**src/rtl/data_mem_arbiter.sv**
```systemverilog
// data_mem_arbiter: round-robin share of one single-port data memory between two requesters.
// Latency: gnt same cycle as req in IDLE; store write strobe next cycle; load rvalid two cycles after gnt.
// Backpressure: one access in flight; requests outside IDLE are held off (no gnt) until the arbiter returns to IDLE.
//
// Ports:
//   clk, rst_n                 clock (rising edge), asynchronous active-low reset
//   reqN/weN/sbN/addrN/wdataN  requester N (0 = core LSU, 1 = debug/loader); req held until gntN or errN
//   gntN                       accept pulse, combinational in the IDLE cycle; request captured at that edge
//   errN                       reject pulse (out of range, or misaligned when alignment checking is built in)
//   rvalidN, rdata             load response; rdata is shared and stays put until the next load completes
//   memAddress/memWriteData/memWrite/memSb/memData   registered memory-side interface, combinational-read memory
//
// Build option: define DMEM_ARB_ALIGN_CHECK_EN to reject word accesses whose addr[1:0] != 0.
module data_mem_arbiter #(
  parameter int MEM_BYTES = 8192,
  parameter int ADDR_W    = 32,
  parameter int DATA_W    = 32
) (
  input  logic              clk,
  input  logic              rst_n,
  input  logic              req0,
  input  logic              req1,
  input  logic              we0,
  input  logic              we1,
  input  logic              sb0,
  input  logic              sb1,
  input  logic [ADDR_W-1:0] addr0,
  input  logic [ADDR_W-1:0] addr1,
  input  logic [DATA_W-1:0] wdata0,
  input  logic [DATA_W-1:0] wdata1,
  output logic              gnt0,
  output logic              gnt1,
  output logic              rvalid0,
  output logic              rvalid1,
  output logic              err0,
  output logic              err1,
  output logic [DATA_W-1:0] rdata,
  output logic [ADDR_W-1:0] memAddress,
  output logic [DATA_W-1:0] memWriteData,
  output logic              memWrite,
  output logic              memSb,
  input  logic [DATA_W-1:0] memData
);

  typedef enum logic [1:0] {
    IDLE   = 2'd0,
    ACCESS = 2'd1,
    RESP   = 2'd2
  } state_t;

  state_t state;

  // lastGrant resets to 1 so that port 0 wins the first tie.
  logic lastGrant;
  logic curPort;     // port owning the access in flight
  logic curLoad;     // access in flight is a load

  // Selected request (the would-be winner) and its qualification.
  logic              winner;
  logic              anyReq;
  logic              selWe;
  logic              selSb;
  logic [ADDR_W-1:0] selAddr;
  logic [DATA_W-1:0] selWdata;
  logic              isByte;
  logic [ADDR_W:0]   addrExt;
  logic [ADDR_W:0]   lastByte;
  logic              outOfRange;
  logic              misalign;
  logic              selBad;
  logic              decide;

  always_comb begin
    anyReq   = req0 | req1;
    // Sole requester wins; on a tie the port that did not win last time goes.
    winner   = (req0 && req1) ? ~lastGrant : req1;
    selWe    = winner ? we1    : we0;
    selSb    = winner ? sb1    : sb0;
    selAddr  = winner ? addr1  : addr0;
    selWdata = winner ? wdata1 : wdata0;

    // Loads are always word accesses; only a store may be a byte access.
    isByte   = selWe & selSb;

    // One extra bit so addr+3 cannot wrap past the top of the address space.
    addrExt    = {1'b0, selAddr};
    lastByte   = isByte ? addrExt : addrExt + (ADDR_W+1)'(3);
    outOfRange = lastByte >= (ADDR_W+1)'(MEM_BYTES);

`ifdef DMEM_ARB_ALIGN_CHECK_EN
    misalign = ~isByte & (selAddr[1:0] != 2'b00);
`else
    misalign = 1'b0;
`endif

    selBad = outOfRange | misalign;

    // Gated by rst_n so no accept/reject pulse is seen while reset is held.
    decide = rst_n & (state == IDLE) & anyReq;

    gnt0 = decide & ~selBad & ~winner;
    gnt1 = decide & ~selBad &  winner;
    err0 = decide &  selBad & ~winner;
    err1 = decide &  selBad &  winner;
  end

  always_ff @(posedge clk or negedge rst_n) begin
    if (!rst_n) begin
      state        <= IDLE;
      lastGrant    <= 1'b1;
      curPort      <= 1'b0;
      curLoad      <= 1'b0;
      rvalid0      <= 1'b0;
      rvalid1      <= 1'b0;
      rdata        <= '0;
      memAddress   <= '0;
      memWriteData <= '0;
      memWrite     <= 1'b0;
      memSb        <= 1'b0;
    end else begin
      rvalid0 <= 1'b0;
      rvalid1 <= 1'b0;
      case (state)
        IDLE: begin
          if (anyReq) begin
            // A rejected access still counts as this port's turn.
            lastGrant <= winner;
            if (!selBad) begin
              memAddress   <= selAddr;
              memWriteData <= selWdata;
              memSb        <= isByte;
              memWrite     <= selWe;
              curPort      <= winner;
              curLoad      <= ~selWe;
              state        <= ACCESS;
            end
          end
        end
        ACCESS: begin
          // Address is left untouched here so the strobe falls while it is still stable.
          memWrite <= 1'b0;
          if (curLoad) begin
            rdata   <= memData;
            rvalid0 <= ~curPort;
            rvalid1 <=  curPort;
            state   <= RESP;
          end else begin
            state <= IDLE;
          end
        end
        RESP: begin
          state <= IDLE;
        end
        default: begin
          state    <= IDLE;
          memWrite <= 1'b0;
        end
      endcase
    end
  end

endmodule
```
**config.mk**
```make
export PLATFORM = sky130hd
export DESIGN_NAME = data_mem_arbiter
export DESIGN_NICKNAME = d
export VERILOG_FILES = /design/src/rtl/data_mem_arbiter.sv
export SDC_FILE = /design/constraint.sdc
export NUM_CORES = 1
export LEC_CHECK = 0
export ABC_AREA = 1
export BUFFER_PORTS_ARGS = -buffer_cell sky130_fd_sc_hd__buf_2
export CAP_MARGIN = 20
export CORE_ASPECT_RATIO = 1.1
export CORE_MARGIN = 1
export CORE_UTILIZATION = 48
export DETAILED_ROUTE_END_ITERATION = 8
export PLACE_DENSITY_LB_ADDON = 0.25
export SLEW_MARGIN = 20
export SYNTH_ARGS = -nofsm -noshare
export SYNTH_HDL_FRONTEND = slang
export SYNTH_SLANG_ARGS = --single-unit
```
**constraint.sdc**
```tcl
create_clock -name clk -period 5.1 [get_ports clk]
set_input_delay 1.53 -clock clk [delete_from_list [all_inputs] [get_ports clk]]
set_output_delay 1.53 -clock clk [all_outputs]
set_load 0.01 [all_outputs]
```
==> load_flow_metrics.sql, run 1 <==
INSERT INTO impl_metrics (metric_group, metric, value, unit) VALUES
('floorplan', 'floorplan.die.width', '110.1', 'um'),
('setup_path', 'kind_of_end_point_of_the_critical_path', 'output port', ''),
('yosys', 'yosys_warnings', '0', ''),
('yosys', 'dominantRegCellSynth', 'sky130_fd_sc_hd__dfrtp_1', ''),
('finish', 'flow.area_growth_from_synthesis', '46.63', '%'),
('clock_tree', 'clockRootBuffer', 'sky130_fd_sc_hd__clkbuf_16', ''),
('pwr', 'total_leakage_power', '5.324', 'nW'),
('yosys', 'synth_area', '6171', 'sq um'),
('run_status', 'result_of_the_run', 'finished, violations left', ''),
('clock_tree', 'cts_max_path_buffers', '2', ''),
('timing', 'tightest_slew', '0.9025', 'ns'),
('min_path', 'cells_on_worst_hold_path', '1', ''),
('finish', 'cell_count_final_fillers_out', '1431', ''),
('global_routing', 'grt_first_pass_wirelength', '31.14', 'mm'),
('global_routing', 'grt_pass1_vias', '6287', ''),
('floorplan', 'initial_utilization', '49.02', '%'),
('finish', 'diodes', '0', ''),
('setup_path', 'cpMostUsedCell', 'sky130_fd_sc_hd__nor2_1', ''),
('routing', 'ant_nets', '0', ''),
('min_path', 'hold_start', 'curPort', ''),
('yosys', 'seq_area_frac_synth', '42.60', '%'),
('pwr', 'sequential_cell_fraction_of_total_power', '42.8', '%'),
('pwr', 'power.switching_fraction', '29.52', '%'),
('clock_tree', 'clock_insertion_delay_worst_skew', '0.35', 'ns'),
('clock_tree', 'clock-sinks', '105', ''),
('timing', 'max_freq', '188.0', 'MHz'),
('yosys', 'synthCells', '929', ''),
('global_routing', 'globalRouteOverflowTotal', '0', ''),
('pwr', 'internal_power', '1.374', 'mW'),
('pwr', 'vdd.ir_drop.worst', '0.1806', 'mV'),
('setup_path', 'cp_slowest_stage_delay', '0.26', 'ns'),
('timing', 'rsz_0062_raised_after_global_routing', 'yes', ''),
('timing', 'timing.hold.ws', '0.4561', 'ns'),
('clock_tree', 'post_cts_hold_buffer_count', '0', ''),
('floorplan', 'fp_rows', '43', ''),
('setup_path', 'kind_of_cell_adding_the_most_delay_to_the_critical_path', 'simple AND/OR/NAND/NOR gates', ''),
('setup_path', 'path_buf_inv', '5', ''),
('pwr', 'combPwrFrac', '21.8', '%'),
('setup_path', 'criticalPathCategory', 'primary input to output port', ''),
('timing', 'final.setup.worst_slack', '-0.2191', 'ns'),
('floorplan', 'num_io_pins', '272', ''),
('yosys', 'ys_types', '24', ''),
('run_status', 'failed_checks', 'setup timing', ''),
('routing', 'vias', '7118', ''),
('finish', 'final_layout_size_suffix_gt1_share', '39.64', '%'),
('clock_tree', 'cts_inserted_buffers', '9', ''),
('routing', 'drt_pre_antenna_iters', '5', ''),
('finish', 'post_layout_nets', '1437', ''),
('routing', 'route.detailed.vias_per_inst', '4.974', ''),
('job', 'max_cap_violations', '0', ''),
('timing', 'slew_headroom', '39.46', '%'),
('pwr', 'report.power.total', '1.950', 'mW'),
('yosys', 'syn_nets', '1097', ''),
('yosys', 'netlist_top_cells_area', 'sky130_fd_sc_hd__dfrtp_1 (42%), sky130_fd_sc_hd__nand2_1 (29%), sky130_fd_sc_hd__nand4_1 (6.0%)', ''),
('timing', 'timing.final.hold_violations', '0', ''),
('setup_path', 'critical_path.max_fanout', '8', ''),
('pwr', 'cellPowerDensity', '215.4', 'nW/um^2'),
('timing', 'period_share', '104.3', '%'),
('routing', 'routed_wire_length_per_instance', '14.25', 'um'),
('setup_path', 'worstPathCellList', 'buf_8 -> nand2_8 -> buf_6 -> bufbuf_16 -> nand3_1 -> nand2_1 -> nand2_2 -> buf_4 -> nor2_1 -> nand3_1 -> nor2_4 -> nor2_1 -> nor2_1 -> nand2_1 -> nor2_4 -> nand4_1 -> nor2_1 -> buf_2', ''),
('setup_path', 'critPathLaunch', 'req0', ''),
('timing', 'finalSetupViolations', '4', ''),
('routing', 'drt_iter0_markers', '398', ''),
('setup_path', 'depth_of_the_worst_register_to_register_path', '21', ''),
('clock_tree', 'clk_pin_slew_worst_paths', '0.07', 'ns'),
('global_routing', 'initial_antenna_violation_count', '0', ''),
('yosys', 'number_of_synthesized_flops_with_an_enable_pin', '0', ''),
('setup_path', 'critical_path_depth', '18', ''),
('min_path', 'worstHoldPathType', 'flop to flop', ''),
('placement', 'dp_hpwl', '15.09', 'mm'),
('placement', 'placed_cells_incl_taps', '1398', '');
==> layout make-up <==
type / count / area, sq um
inverters: 79 / 296.5
flip-flops and latches: 105 / 2629
clock inverters: 7 / 85.08
clock buffers: 9 / 225.2
well taps: 157 / 196.4
repair buffers: 377 / 2316
multi-input cells: 697 / 3301
fillers: 1105 / 3541
==> flip-flops by register name, summed over array words and instances, names as in the netlist <==
signal / cells
memAddress: 32
memWriteData: 32
rdata: 32
state: 2
curLoad: 1
curPort: 1
lastGrant: 1
memSb: 1
memWrite: 1
rvalid0: 1
rvalid1: 1
==> power by group through the flow <==
stage	Sequential, mW	Clock (mW)	Combinational [mW]
after floorplan	0.851	0	0.164
after global placement	0.851	0	0.363
after detailed placement	0.851	0	0.364
after CTS	0.835	0.702	0.412
after global routing	0.835	0.741	0.467
final	0.835	0.690	0.425
==> kinds of logic (layout without fill, tap and decap cells) <==
| group | count (synthesis) | after routing | synth area share (%) |
|---|---|---|---|
| buffers and inverters | 127 | 472 | 9.043 |
| and+or+nand+nor | 686 | 686 | 47.47 |
| DFF | 105 | 105 | 42.60 |
| AOI/OAI and AO/OA | 11 | 11 | 0.8921 |
==> cell usage after synthesis (3+ instances only) <==
library cell               number
sky130_fd_sc_hd__inv_2         23
sky130_fd_sc_hd__inv_1         55
sky130_fd_sc_hd__o21ai_1        6
sky130_fd_sc_hd__buf_2         20
sky130_fd_sc_hd__o21ai_0        3
sky130_fd_sc_hd__buf_4          3
sky130_fd_sc_hd__buf_6          6
sky130_fd_sc_hd__nand3_1       58
sky130_fd_sc_hd__nand3b_1      12
sky130_fd_sc_hd__clkbuf_1      19
sky130_fd_sc_hd__nand2_2       11
sky130_fd_sc_hd__nand2_1      476
sky130_fd_sc_hd__nand4_1       59
sky130_fd_sc_hd__dfrtp_1      104
sky130_fd_sc_hd__nor2_2        11
sky130_fd_sc_hd__nor2_1        52
==> placed cells by master, fill, tap and decap left out, types with 3 or more instances in the layout <==
cell,instances
sky130_fd_sc_hd__nand3_2,9
sky130_fd_sc_hd__nand3b_1,12
sky130_fd_sc_hd__dfrtp_1,104
sky130_fd_sc_hd__nand2_1,450
sky130_fd_sc_hd__nand2_4,3
sky130_fd_sc_hd__clkbuf_16,9
sky130_fd_sc_hd__nor2_1,33
sky130_fd_sc_hd__nor2_4,19
sky130_fd_sc_hd__buf_6,7
sky130_fd_sc_hd__nand3_1,48
sky130_fd_sc_hd__buf_12,4
sky130_fd_sc_hd__nor2_2,13
sky130_fd_sc_hd__inv_1,53
sky130_fd_sc_hd__buf_2,268
sky130_fd_sc_hd__inv_2,25
sky130_fd_sc_hd__buf_4,93
sky130_fd_sc_hd__nand2_2,33
sky130_fd_sc_hd__o21ai_1,6
sky130_fd_sc_hd__nand4_1,59
==> through the flow <==
stage | instance area (sq um) | worst slack [ns] | util (%)
2_1_floorplan | 6171 | 0.1072 | -
3_3_place_gp | 8180 | -0.3209 | 64.98
3_5_place_dp | 8180 | -0.3348 | 64.98
4_1_cts | 8955 | -0.2316 | 71.13
5_1_grt | 9049 | -0.4067 | 71.87
6_report | 9049 | -0.2191 | 71.87
==> final timing paths <==
path                                     to  slack [ns]
setup / recovery                       gnt1       -0.22
hold / removal                      rvalid0        0.46
setup reg to reg           memWriteData[31]        1.66
hold reg to reg                     rvalid0        0.46
max in group asynchronous    memAddress[31]        2.91
min in group asynchronous  memWriteData[10]        1.09
==> metal layers <==
layer  vias up  GRT usage (%)  routed length, um
met5         -              0                  0
met4         0          10.36                612
met3        41          4.887               1181
met2       243          53.20              10100
met1      3256          38.69               8493
li1       3578              -                  -
==> timing repair <==
item / 4_1_cts / 5_1_grt
endpoints found under the setup margin: 4 / 4
gates resized for setup: 81 / 21
buffers inserted: 12 / 2
cloned: 3 / 0
pin swaps: 39 / 26
(Power assumes the default switching activity.)
==> run 2, diff against run 1 <==
--- a/config.mk
+++ b/config.mk
@@ -10,7 +10,7 @@
 export CAP_MARGIN = 20
 export CORE_ASPECT_RATIO = 1.1
 export CORE_MARGIN = 1
-export CORE_UTILIZATION = 48
+export CORE_UTILIZATION = 30
 export DETAILED_ROUTE_END_ITERATION = 8
 export PLACE_DENSITY_LB_ADDON = 0.25
 export SLEW_MARGIN = 20
==> run 2 against run 1 <==
The flow finishes with violations (DRC, setup timing). Count of clock-buffer cells in the layout stayed put. Maximum frequency is 1.1% higher. Die area is 59% higher. Clock skew is 0.0035 ns lower. Flip-flop and latch count stayed put. Total power is 3.6% higher. Non-clock buffer count is 21 higher. Critical endpoint unchanged. Highest routed layer unchanged.
==> load_flow_metrics.sql, run 2 (synthesis gave the netlist of run 1 again) <==
INSERT INTO impl_metrics (metric_group, metric, value, unit) VALUES
('routing', 'detail_route.wirelength', '23.23', 'mm'),
('global_routing', 'gr-usage-all-layers', '21.11', '%'),
('floorplan', 'floorplan.die.width', '138.7', 'um'),
('setup_path', 'worstPathArrival', '3.73', 'ns'),
('pwr', 'report.power.total', '2.020', 'mW'),
('finish', 'final_cell_area', '9585', 'sq um'),
('setup_path', 'criticalPathCategory', 'primary input to output port', ''),
('global_routing', 'grt_first_pass_wirelength', '35.30', 'mm'),
('finish', 'largest_registers', 'memAddress: 32 flops, memWriteData: 32 flops, rdata: 32 flops', ''),
('clock_tree', 'cts-htree-levels', '3', ''),
('finish', 'layout_commonest_cell', 'sky130_fd_sc_hd__nand2_1', ''),
('finish', 'post_layout_nets', '1458', ''),
('clock_tree', 'cts_max_path_buffers', '2', ''),
('routing', 'ant_nets', '0', ''),
('routing', 'vias', '7090', ''),
('setup_path', 'depth_of_the_worst_register_to_register_path', '22', ''),
('floorplan', 'initial_utilization', '30.86', '%'),
('placement', 'dp_hpwl', '16.71', 'mm'),
('routing', 'drt_pre_antenna_iters', '8', ''),
('setup_path', 'worst_r2r_startpoint', 'lastGrant', ''),
('clock_tree', 'tritoncts_clock_tree', 'done', ''),
('clock_tree', 'clk_pin_slew_worst_paths', '0.08', 'ns'),
('routing', 'route.detailed.vias_per_inst', '4.583', ''),
('timing', 'timing.final.hold_violations', '0', ''),
('timing', 'min_period', '5.260', 'ns'),
('setup_path', 'kind_of_cell_adding_the_most_delay_to_the_critical_path', 'simple AND/OR/NAND/NOR gates', ''),
('setup_path', 'worstPathCellList', 'buf_8 -> nand2_8 -> buf_8 -> clkbuf_16 -> nand3_1 -> nand2_2 -> nand2_2 -> inv_2 -> nand2_1 -> nor2_2 -> buf_4 -> nand2_1 -> nand2_1 -> nand2_2 -> inv_1 -> nand2_1 -> nor2_2 -> nand2_2 -> nor2_4 -> nand4_1 -> nor2_1 -> buf_2', ''),
('setup_path', 'cp_slowest_stage_delay', '0.15', 'ns'),
('floorplan', 'die_height', '152.4', 'um'),
('timing', 'period_share', '103.1', '%'),
('setup_path', 'startpoint_type', 'primary input', ''),
('setup_path', 'r2r_slack', '1.73', 'ns'),
('routing', 'routed_wire_length_per_instance', '15.01', 'um'),
('floorplan', 'dieArea', '21150', 'sq um'),
('min_path', 'timing.hold.worst_endpoint', 'memAddress[25]', ''),
('global_routing', 'globalRouteOverflowTotal', '0', ''),
('timing', 'slew_headroom', '32.57', '%'),
('clock_tree', 'clockRootBuffer', 'sky130_fd_sc_hd__clkbuf_16', ''),
('finish', 'final_layout_size_suffix_gt1_share', '43.40', '%'),
('timing', 'rsz_0062_raised_after_global_routing', 'yes', ''),
('timing', 'timing.hold.ws', '0.4634', 'ns'),
('run_status', 'failed_checks', 'DRC, setup timing', ''),
('placement', 'pre_cts_ws', '-0.3957', 'ns'),
('setup_path', 'critPathLaunch', 'req0', ''),
('routing', 'drt_iter0_markers', '379', ''),
('setup_path', 'crit-reg2reg-capture', 'memAddress[6]', ''),
('timing', 'max_freq', '190.1', 'MHz'),
('finish', 'cell_count_final_fillers_out', '1547', ''),
('finish', 'utilization', '47.93', '%'),
('placement', 'placed_cells_incl_taps', '1496', ''),
('timing', 'skew', '0.009276', 'ns'),
('floorplan', 'fp_rows', '54', ''),
('placement', 'gpl.final_weighted_congestion', '0.9225', ''),
('global_routing', 'initial_antenna_violation_count', '0', ''),
('timing', 'finalSetupTns', '-0.6013', 'ns'),
('setup_path', 'timing.critical_path.slowest_stage_cell', 'sky130_fd_sc_hd__clkbuf_16', ''),
('job', 'max_cap_violations', '0', ''),
('placement', 'place.port_buffers', '271', ''),
('setup_path', 'critPathRequiredTime', '3.57', 'ns'),
('timing', 'tightest_slew', '1.005', 'ns'),
('clock_tree', 'clock-sinks', '105', ''),
('clock_tree', 'post_cts_hold_buffer_count', '0', ''),
('clock_tree', 'clock_insertion_delay_worst_skew', '0.34', 'ns'),
('floorplan', 'core_area', '20000', 'sq um'),
('finish', 'mostFrequentLayoutCells', 'sky130_fd_sc_hd__nand2_1 (425), sky130_fd_sc_hd__buf_2 (265), sky130_fd_sc_hd__buf_4 (107), sky130_fd_sc_hd__dfrtp_1 (104), sky130_fd_sc_hd__nand4_1 (59)', ''),
('min_path', 'worstHoldPathType', 'flop to flop', ''),
('placement', 'detailed_place.area', '8334', 'sq um'),
('min_path', 'hold_start', 'memAddress[25]', ''),
('pwr', 'cellPowerDensity', '210.8', 'nW/um^2'),
('setup_path', 'critical_path.max_fanout', '5', ''),
('pwr', 'total_leakage_power', '5.499', 'nW'),
('run_status', 'result_of_the_run', 'finished, violations left', ''),
('clock_tree', 'cts_inserted_buffers', '9', ''),
('finish', 'flow.area_growth_from_synthesis', '55.33', '%'),
('min_path', 'cells_on_worst_hold_path', '2', ''),
('finish', 'fillerInstances', '2077', ''),
('global_routing', 'grt_start_max_net_pins', '69', ''),
('global_routing', 'grt_pass1_vias', '6686', ''),
('setup_path', 'kind_of_end_point_of_the_critical_path', 'output port', ''),
('timing', 'maxSlewViolCount', '0', ''),
('setup_path', 'path_buf_inv', '7', ''),
('floorplan', 'num_io_pins', '272', ''),
('timing', 'finalSetupViolations', '4', ''),
('timing', 'final.setup.worst_slack', '-0.1601', 'ns'),
('finish', 'diodes', '0', ''),
('pwr', 'vdd.ir_drop.worst', '0.1285', 'mV'),
('routing', 'drc', '27', '');
[run 2: changes by cell type in the layout (fill, tap and decap cells not counted), sizes merged]
| cell | change |
|---|---|
| bufbuf | -1 |
| buf | +16 |
| clkinv | -2 |
| inv | +2 |
| clkbuf | +6 |
[run 2: repair_timing]
| action | in CTS | in global routing |
|---|---|---|
| setup endpoints to repair | 4 | 4 |
| setup buffers | 10 | 20 |
| gates cloned | 2 | 6 |
| pin swaps | 17 | 67 |
| resized for setup | 52 | 105 |
[run 2: worst min-delay path, cell delays in order, from the launching register on]
cell and delay, ns:
sky130_fd_sc_hd__dfrtp_1 0.34, sky130_fd_sc_hd__nand2_1 0.05, sky130_fd_sc_hd__inv_1 0.04
[run 2: layout make-up]
cell class	instances	area (sq um)	area share (%)
clock buffers	9	225.2	2.350
clock inverters	7	80.08	0.8354
inverters	79	296.5	3.094
multi-input cells	697	3490	36.41
well taps	252	315.3	3.289
repair buffers	398	2550	26.60
flip-flops and latches	105	2629	27.42
[run 2: worst max-delay path by stage]
stage           end  slack (ns)  cells past startpoint
6_report       gnt1       -0.16                     22
5_1_grt        gnt1       -0.38                     22
4_1_cts        gnt1       -0.28                     19
3_5_place_dp   gnt1       -0.40                     18
3_3_place_gp   gnt1       -0.38                     18
2_1_floorplan  gnt0        0.11                     18
[run 2: routing by layer]
metal  up-vias  part of all wire, %  track usage, %
met5         -                    0               0
met4         0                  2.5           6.561
met3        34                  5.3           3.394
met2       225                   50           37.83
met1      3208                   42           25.86
li1       3623                    -               -
[run 2: power by group]
group,switching (mW),total [mW],internal (mW)
logic,0.266,0.483,0.216
clock network,0.352,0.703,0.351
registers,0.00150,0.835,0.833
